### src/rtl/mutative_dfp_adapter_pkg.sv
// Shared constants and types for the DFP line-to-burst adapter.
// The burst length is derived from the two widths, so a line always splits into whole beats.
package mutative_dfp_adapter_pkg;

  localparam int ADDR_BITS   = 32;
  localparam int LINE_BITS   = 256;
  localparam int BURST_BITS  = 64;
  localparam int BURST_LEN   = LINE_BITS / BURST_BITS;
  localparam int OFFSET_BITS = $clog2(LINE_BITS / 8);
  localparam int BEAT_BITS   = $clog2(BURST_LEN);

  typedef enum logic [2:0] {
    ST_IDLE    = 3'd0,
    ST_WR      = 3'd1,
    ST_RD_REQ  = 3'd2,
    ST_RD_DATA = 3'd3,
    ST_RESP    = 3'd4
  } dfp_adapter_state_t;

  function automatic logic [ADDR_BITS-1:0] line_align(input logic [ADDR_BITS-1:0] a);
    return {a[ADDR_BITS-1:OFFSET_BITS], {OFFSET_BITS{1'b0}}};
  endfunction

  function automatic int unsigned beat_lsb(input logic [BEAT_BITS-1:0] b);
    return int'(b) * BURST_BITS;
  endfunction

endpackage

### src/rtl/mutative_dfp_adapter_if.sv
// Line-side (cache DFP) and beat-side (burst memory) buses of the adapter.
//
// Handshakes: dfp_read/dfp_write are level requests held with addr/wdata until the
// single-cycle dfp_resp. On the memory side bmem_read/bmem_write act as valid and
// bmem_ready as ready; a request or write beat transfers on a cycle where both are 1.
// Read beats (bmem_rvalid) carry no backpressure and are always taken.
interface mutative_dfp_line_if;
  import mutative_dfp_adapter_pkg::*;

  logic [ADDR_BITS-1:0] dfp_addr;
  logic                 dfp_read;
  logic                 dfp_write;
  logic [LINE_BITS-1:0] dfp_wdata;
  logic [LINE_BITS-1:0] dfp_rdata;
  logic                 dfp_resp;

  modport master (output dfp_addr, dfp_read, dfp_write, dfp_wdata,
                  input  dfp_rdata, dfp_resp);
  modport slave  (input  dfp_addr, dfp_read, dfp_write, dfp_wdata,
                  output dfp_rdata, dfp_resp);
endinterface

interface mutative_bmem_if;
  import mutative_dfp_adapter_pkg::*;

  logic [ADDR_BITS-1:0]  bmem_addr;
  logic                  bmem_read;
  logic                  bmem_write;
  logic [BURST_BITS-1:0] bmem_wdata;
  logic                  bmem_ready;
  logic [BURST_BITS-1:0] bmem_rdata;
  logic                  bmem_rvalid;

  modport master (output bmem_addr, bmem_read, bmem_write, bmem_wdata,
                  input  bmem_ready, bmem_rdata, bmem_rvalid);
  modport slave  (input  bmem_addr, bmem_read, bmem_write, bmem_wdata,
                  output bmem_ready, bmem_rdata, bmem_rvalid);
endinterface

### src/rtl/mutative_dfp_adapter.sv
// Serialises one 256-bit DFP line read or write into four 64-bit burst-memory beats,
// then pulses dfp_resp. All outputs come straight from flops.
module mutative_dfp_adapter
  import mutative_dfp_adapter_pkg::*;
(
  input  logic               clk,
  input  logic               rst,
  mutative_dfp_line_if.slave dfp,
  mutative_bmem_if.master    bmem,
  output dfp_adapter_state_t dbg_state
);

  localparam logic [BEAT_BITS-1:0] LAST_BEAT = BEAT_BITS'(BURST_LEN - 1);

  dfp_adapter_state_t    state_q, state_d;
  logic [BEAT_BITS-1:0]  beat_q, beat_d;
  logic [ADDR_BITS-1:0]  addr_q, addr_d;
  logic [LINE_BITS-1:0]  line_q, line_d;
  logic                  bmem_read_q, bmem_read_d;
  logic                  bmem_write_q, bmem_write_d;
  logic [BURST_BITS-1:0] bmem_wdata_q, bmem_wdata_d;
  logic                  dfp_resp_q, dfp_resp_d;
  logic [LINE_BITS-1:0]  dfp_rdata_q, dfp_rdata_d;
  logic                  unused_addr_bits;

  // Offset bits within a line never reach memory.
  assign unused_addr_bits = ^dfp.dfp_addr[OFFSET_BITS-1:0];

  always_comb begin
    state_d = state_q;
    beat_d  = beat_q;
    addr_d  = addr_q;
    line_d  = line_q;

    case (state_q)
      ST_IDLE: begin
        // A write wins a tie; the read stays asserted and is picked up next time round.
        if (dfp.dfp_write) begin
          state_d = ST_WR;
          beat_d  = '0;
          addr_d  = line_align(dfp.dfp_addr);
          line_d  = dfp.dfp_wdata;
        end else if (dfp.dfp_read) begin
          state_d = ST_RD_REQ;
          beat_d  = '0;
          addr_d  = line_align(dfp.dfp_addr);
        end
      end
      ST_WR: begin
        if (bmem.bmem_ready) begin
          if (beat_q == LAST_BEAT) begin
            state_d = ST_RESP;
            beat_d  = '0;
          end else begin
            beat_d = beat_q + 1'b1;
          end
        end
      end
      ST_RD_REQ: begin
        if (bmem.bmem_ready) begin
          state_d = ST_RD_DATA;
          beat_d  = '0;
        end
      end
      ST_RD_DATA: begin
        if (bmem.bmem_rvalid) begin
          line_d[beat_lsb(beat_q) +: BURST_BITS] = bmem.bmem_rdata;
          if (beat_q == LAST_BEAT) begin
            state_d = ST_RESP;
            beat_d  = '0;
          end else begin
            beat_d = beat_q + 1'b1;
          end
        end
      end
      ST_RESP: state_d = ST_IDLE;
      default: state_d = ST_IDLE;
    endcase

    // Outputs are registered, so they are derived from the next state.
    bmem_write_d = (state_d == ST_WR);
    bmem_read_d  = (state_d == ST_RD_REQ);
    bmem_wdata_d = (state_d == ST_WR) ? line_d[beat_lsb(beat_d) +: BURST_BITS] : '0;
    dfp_resp_d   = (state_d == ST_RESP);
    dfp_rdata_d  = (state_q == ST_RD_DATA && state_d == ST_RESP) ? line_d : '0;
  end

  always_ff @(posedge clk or negedge rst) begin
    if (!rst) begin
      state_q      <= ST_IDLE;
      beat_q       <= '0;
      addr_q       <= '0;
      line_q       <= '0;
      bmem_read_q  <= 1'b0;
      bmem_write_q <= 1'b0;
      bmem_wdata_q <= '0;
      dfp_resp_q   <= 1'b0;
      dfp_rdata_q  <= '0;
    end else begin
      state_q      <= state_d;
      beat_q       <= beat_d;
      addr_q       <= addr_d;
      line_q       <= line_d;
      bmem_read_q  <= bmem_read_d;
      bmem_write_q <= bmem_write_d;
      bmem_wdata_q <= bmem_wdata_d;
      dfp_resp_q   <= dfp_resp_d;
      dfp_rdata_q  <= dfp_rdata_d;
    end
  end

  assign bmem.bmem_addr  = addr_q;
  assign bmem.bmem_read  = bmem_read_q;
  assign bmem.bmem_write = bmem_write_q;
  assign bmem.bmem_wdata = bmem_wdata_q;
  assign dfp.dfp_resp    = dfp_resp_q;
  assign dfp.dfp_rdata   = dfp_rdata_q;
  assign dbg_state       = state_q;

endmodule

### src/flat_wrapper.sv
// flat-port wrapper written by rule: the top's interface ports become plain ports
module mutative_dfp_adapter_flat import mutative_dfp_adapter_pkg::*;
  (clk, rst, dbg_state, dfp_dfp_addr, dfp_dfp_read, dfp_dfp_write, dfp_dfp_wdata, dfp_dfp_rdata, dfp_dfp_resp, bmem_bmem_addr, bmem_bmem_read, bmem_bmem_write, bmem_bmem_wdata, bmem_bmem_ready, bmem_bmem_rdata, bmem_bmem_rvalid);
  mutative_dfp_line_if dfp_i ();
  mutative_bmem_if bmem_i ();
  input  logic clk;
  input  logic rst;
  output dfp_adapter_state_t dbg_state;
  input wire logic [$bits(dfp_i.dfp_addr)-1:0] dfp_dfp_addr;
  input wire logic [$bits(dfp_i.dfp_read)-1:0] dfp_dfp_read;
  input wire logic [$bits(dfp_i.dfp_write)-1:0] dfp_dfp_write;
  input wire logic [$bits(dfp_i.dfp_wdata)-1:0] dfp_dfp_wdata;
  output wire logic [$bits(dfp_i.dfp_rdata)-1:0] dfp_dfp_rdata;
  output wire logic [$bits(dfp_i.dfp_resp)-1:0] dfp_dfp_resp;
  output wire logic [$bits(bmem_i.bmem_addr)-1:0] bmem_bmem_addr;
  output wire logic [$bits(bmem_i.bmem_read)-1:0] bmem_bmem_read;
  output wire logic [$bits(bmem_i.bmem_write)-1:0] bmem_bmem_write;
  output wire logic [$bits(bmem_i.bmem_wdata)-1:0] bmem_bmem_wdata;
  input wire logic [$bits(bmem_i.bmem_ready)-1:0] bmem_bmem_ready;
  input wire logic [$bits(bmem_i.bmem_rdata)-1:0] bmem_bmem_rdata;
  input wire logic [$bits(bmem_i.bmem_rvalid)-1:0] bmem_bmem_rvalid;
  assign dfp_i.dfp_addr = dfp_dfp_addr;
  assign dfp_i.dfp_read = dfp_dfp_read;
  assign dfp_i.dfp_write = dfp_dfp_write;
  assign dfp_i.dfp_wdata = dfp_dfp_wdata;
  assign dfp_dfp_rdata = dfp_i.dfp_rdata;
  assign dfp_dfp_resp = dfp_i.dfp_resp;
  assign bmem_bmem_addr = bmem_i.bmem_addr;
  assign bmem_bmem_read = bmem_i.bmem_read;
  assign bmem_bmem_write = bmem_i.bmem_write;
  assign bmem_bmem_wdata = bmem_i.bmem_wdata;
  assign bmem_i.bmem_ready = bmem_bmem_ready;
  assign bmem_i.bmem_rdata = bmem_bmem_rdata;
  assign bmem_i.bmem_rvalid = bmem_bmem_rvalid;
  mutative_dfp_adapter u_core (.clk(clk), .rst(rst), .dfp(dfp_i), .bmem(bmem_i), .dbg_state(dbg_state));
endmodule
### config.mk
export PLATFORM = sky130hd
export DESIGN_NAME = mutative_dfp_adapter_flat
export DESIGN_NICKNAME = d
export VERILOG_FILES = /design/src/rtl/mutative_dfp_adapter_pkg.sv /design/src/rtl/mutative_dfp_adapter_if.sv /design/src/rtl/mutative_dfp_adapter.sv /design/src/flat_wrapper.sv
export SDC_FILE = /design/constraint.sdc
export NUM_CORES = 1
export LEC_CHECK = 0
export CORE_MARGIN = 5
export CORE_UTILIZATION = 24
export DETAILED_ROUTE_END_ITERATION = 7
export GPL_TIMING_DRIVEN = 0
export PLACE_DENSITY = 0.43
export SLEW_MARGIN = 20
export SYNTH_ARGS = -nofsm -noshare
export SYNTH_HDL_FRONTEND = slang
export SYNTH_SLANG_ARGS = --single-unit
export TNS_END_PERCENT = 100
### constraint.sdc
create_clock -name clk -period 2.77 [get_ports clk]
set_input_delay 0.6925 -clock clk [delete_from_list [all_inputs] [get_ports clk]]
set_output_delay 0.6925 -clock clk [all_outputs]
set_load 0.02 [all_outputs]
==> results.py <==
metrics = {
    "power": {
        "p_total_w": 0.0328,
        "power_switching_w": 0.0105,
        "p_seq_frac": 0.349,
        "p_comb_frac": 0.336,
        "swShare": 0.319,
        "p_leak_nw": 15.7,
        "p_clk_frac": 0.315,
        "ir_worst_vdd_mv": 0.451,
        "power_density_nw_per_um2": 904,
        "p_int_w": 0.0223,
    },
    "sta": {
        "fin_crit_sh": 0.974,
        "finalClockSkew_ns": 0.0150,
        "max_slew_margin": 0.358,
        "slew_violations": 0,
        "tightest_slew_ns": 0.963,
        "rsz0062_at_grt": "true",
        "hold_violations": 0,
        "setup_violations": 0,
        "max_freq_mhz": 370,
        "period_minus_slack_ns": 2.70,
    },
    "clocking": {
        "clock_latency_ns": 0.63,
        "cts_max_level": 3,
        "cts_sinks": 611,
        "clkTransAtPathRegs_ns": 0.06,
        "cts_root_buf": "clkbuf_16",
        "clockBufferDepth": 3,
        "cts_tree": "done",
        "cts_buffers": 75,
    },
    "critical_path": {
        "criticalPathCategory": "in2reg",
        "crit_buf_inv": 3,
        "critPathLaunchType": "input port",
        "crit_path_end_kind": "register",
        "timing.rr.end": "u_core.bmem.bmem_wdata[48]$_DFF_PN0_",
        "cp_cell_sequence": "clkdlybuf4s50_1 -> or3b_4 -> a21o_1 -> buf_6 -> buf_2 -> a221o_1 -> mux2i_4 -> o22ai_1",
        "worst-path-stages": 8,
        "cp.arrival_ns": 3.17,
        "ff2ff_setup_slack_ns": 0.12,
        "slowest_stage": "clkdlybuf4s50_1",
        "crit_fanout": 10,
        "required_ns": 3.24,
        "critPathTopFamily": "buffers and inverters",
        "critical-path-max-stage-delay_ns": 0.60,
        "ff2ff_path_depth": 9,
        "setup.worst_path.start": "dfp_dfp_write",
        "r2r-start": "u_core.dbg_state[1]$_DFF_PN0_",
        "crit_end": "u_core.bmem.bmem_wdata[19]$_DFF_PN0_",
    },
    "layout": {
        "area.sequential_um2": 15300,
        "final_nets": 2974,
        "final_util": 0.357,
        "drive_gt1_frac": 0.106,
        "syn_to_final_growth_pct": 48.5,
        "final_common_cell": "clkdlybuf4s50_1",
        "layoutNonFillerInstCount": 4050,
        "layout_common_cells": "704 x clkdlybuf4s50_1, 610 x dfrtp_1, 259 x and2_1",
        "nFillCells": 10000,
        "multi_input_area_um2": 8260,
    },
    "route": {
        "wire_per_inst_um": 28.1,
        "routed_wl_um": 114000,
        "firstDrtPassIters": 5,
        "drt-initial-drc-count": 1248,
        "vias": 18800,
        "drc": 0,
        "ant_nets": 0,
        "post_drt_via_cell_ratio": 4.65,
    },
    "run_status": {
        "outcome": "finished clean",
    },
    "synth": {
        "ys_warn_count": 0,
        "async_flop_share": 1.00,
        "synth_area_um2": 24400,
        "syn_area_per_cell_um2": 13.5,
        "ys_types": 45,
        "synth_edf_count": 0,
        "ys_ff_latch": 611,
        "synthCells": 1811,
        "ys_seq_area_frac": 0.626,
        "synth_ff_type": "dfrtp_1",
    },
    "floorplanning": {
        "fp-row-count": 117,
        "core_area_um2": 101000,
        "die_h_um": 329,
        "pin_count": 716,
        "start_util": 0.241,
        "die_area_um2": 108000,
        "die_x_um": 329,
    },
    "grt": {
        "global_route.usage.total": 0.204,
        "grt_pass1_vias": 20900,
        "overflow": 0,
        "grt_max_degree": 95,
        "antenna_found_initial": 32,
        "grt_pass1_wl_um": 160000,
    },
    "placement": {
        "placed_cells": 3898,
        "hpwlAfterDp_um": 83600,
        "place.gp.congestion": 0.851,
        "io_buffers": 705,
    },
    "worst_hold_path": {
        "hold_path_class": "reg2reg",
    },
    "job": {
        "drv_cap": 0,
    },
}
==> what timing repair did <==
action                                  CTS  global route
hold buffers                              1             0
endpoints found under the setup margin  502            85
resized for setup                        61            28
endpoints found under the hold margin    49             0
pin swaps                                 1             0
setup buffers                             2             0
==> sequential cells by signal, summed over array words and instances (netlist names) <==
register                flops
u_core.dfp.dfp_rdata      256
u_core.line_q             256
u_core.bmem.bmem_wdata     64
u_core.bmem.bmem_addr      27
u_core.dbg_state            3
u_core.beat_q               2
u_core.bmem.bmem_read       1
u_core.bmem.bmem_write      1
u_core.dfp.dfp_resp         1
==> synthesized netlist by cell type (all sizes together), types with 2 or more instances <==
| master | n | area, µm² |
|---|---|---|
| a21o | 5 | 37.5 |
| a21oi | 2 | 10.0 |
| a221o | 256 | 2560 |
| and2 | 259 | 1620 |
| buf | 67 | 606 |
| clkbuf | 84 | 319 |
| dfrtp | 611 | 15300 |
| ha | 6 | 75.1 |
| inv | 6 | 22.5 |
| mux2 | 27 | 304 |
| mux2i | 129 | 1290 |
| nand2 | 3 | 11.3 |
| nand2b | 2 | 12.5 |
| nand3b | 2 | 15.0 |
| nand4 | 4 | 25.0 |
| nor2 | 5 | 18.8 |
| nor2b | 256 | 1600 |
| nor3 | 3 | 15.0 |
| nor4 | 2 | 27.5 |
| o21ai | 2 | 10.0 |
| o22ai | 64 | 400 |
==> worst reg2reg max path: stages, from the launching register on <==
cell	delay, ns
dfrtp_1	0.38
buf_2	0.19
or4_1	0.55
o2111ai_2	0.12
a21o_1	0.21
buf_4	0.16
buf_6	0.23
buf_8	0.22
mux2i_1	0.32
o22ai_1	0.14
==> worst min-delay path by stage <==
| stage | start | endpoint | slack, ns | depth (start not counted) |
|---|---|---|---|---|
| detailed placement | u_core.bmem.bmem_addr[14]$_DFFE_PN0P_ | u_core.bmem.bmem_addr[14]$_DFFE_PN0P_ | 0.49 | 1 |
| floorplan | rst | u_core.beat_q[0]$_DFF_PN0_ | 0.40 | 0 |
| global placement | u_core.bmem.bmem_addr[8]$_DFFE_PN0P_ | u_core.bmem.bmem_addr[8]$_DFFE_PN0P_ | 0.49 | 1 |
| finish | u_core.bmem.bmem_addr[13]$_DFFE_PN0P_ | u_core.bmem.bmem_addr[13]$_DFFE_PN0P_ | 0.50 | 1 |
| CTS | u_core.bmem.bmem_addr[14]$_DFFE_PN0P_ | u_core.bmem.bmem_addr[14]$_DFFE_PN0P_ | 0.50 | 1 |
| global route | u_core.bmem.bmem_addr[31]$_DFFE_PN0P_ | u_core.bmem.bmem_addr[31]$_DFFE_PN0P_ | 0.51 | 1 |
==> per-layer routing <==
layer / global-route usage / wire, µm / vias to the layer above
met1: 0.250 / 46300 / 9734
li1: - / - / 8147
met2: 0.345 / 55300 / 753
met5: 0 / 190 / -
met3: 0.0667 / 9100 / 181
met4: 0.0595 / 3100 / 28
==> kinds of logic after synthesis <==
logic type	count (synthesis)	synth area share
and+or+nand+nor	546	0.141
DFF	611	0.626
buffers and inverters	157	0.0388
AOI/OAI and AO/OA	333	0.125
other	1	0.000154
xor gates and xnor gates	1	0.000359
muxes	156	0.0653
adders and majority gates	6	0.00307
==> area by class of cell <==
class	instances	share of cell area
Antenna cell	21	0.00145
Buffer	151	0.0285
Clock buffer	109	0.0620
Clock inverter	19	0.00842
Inverter	6	0.000621
Multi-Input combinational cell	1047	0.228
Sequential cell	611	0.422
Tap cell	1368	0.0472
Timing Repair Buffer	718	0.202
==> power by group through the flow <==
stage | clock network (W) | logic [W] | registers [W]
6_report | 0.0103 | 0.0110 | 0.0115
5_1_grt | 0.0110 | 0.0117 | 0.0116
4_1_cts | 0.0106 | 0.0111 | 0.0114
3_5_place_dp | 0 | 0.0110 | 0.0116
3_3_place_gp | 0 | 0.0109 | 0.0117
2_1_floorplan | 0 | 0.00602 | 0.0120
==> metrics by stage <==
stage / setup TNS (ns) / cell area [µm²] / setup slack, ns / hold slack, ns
4_1_cts: 0 / 36200 / 0.00365 / 0.504
3_5_place_dp: -500.49 / 33400 / -1.55 / 0.491
6_report: 0 / 36300 / 0.0709 / 0.502
2_1_floorplan: 0 / 24400 / 0.540 / 0.397
5_1_grt: -0.0111 / 36200 / -0.0111 / 0.509
3_3_place_gp: - / 33200 / -27.61 / 0.490
No activity file was read; power rests on OpenSTA's default activity.
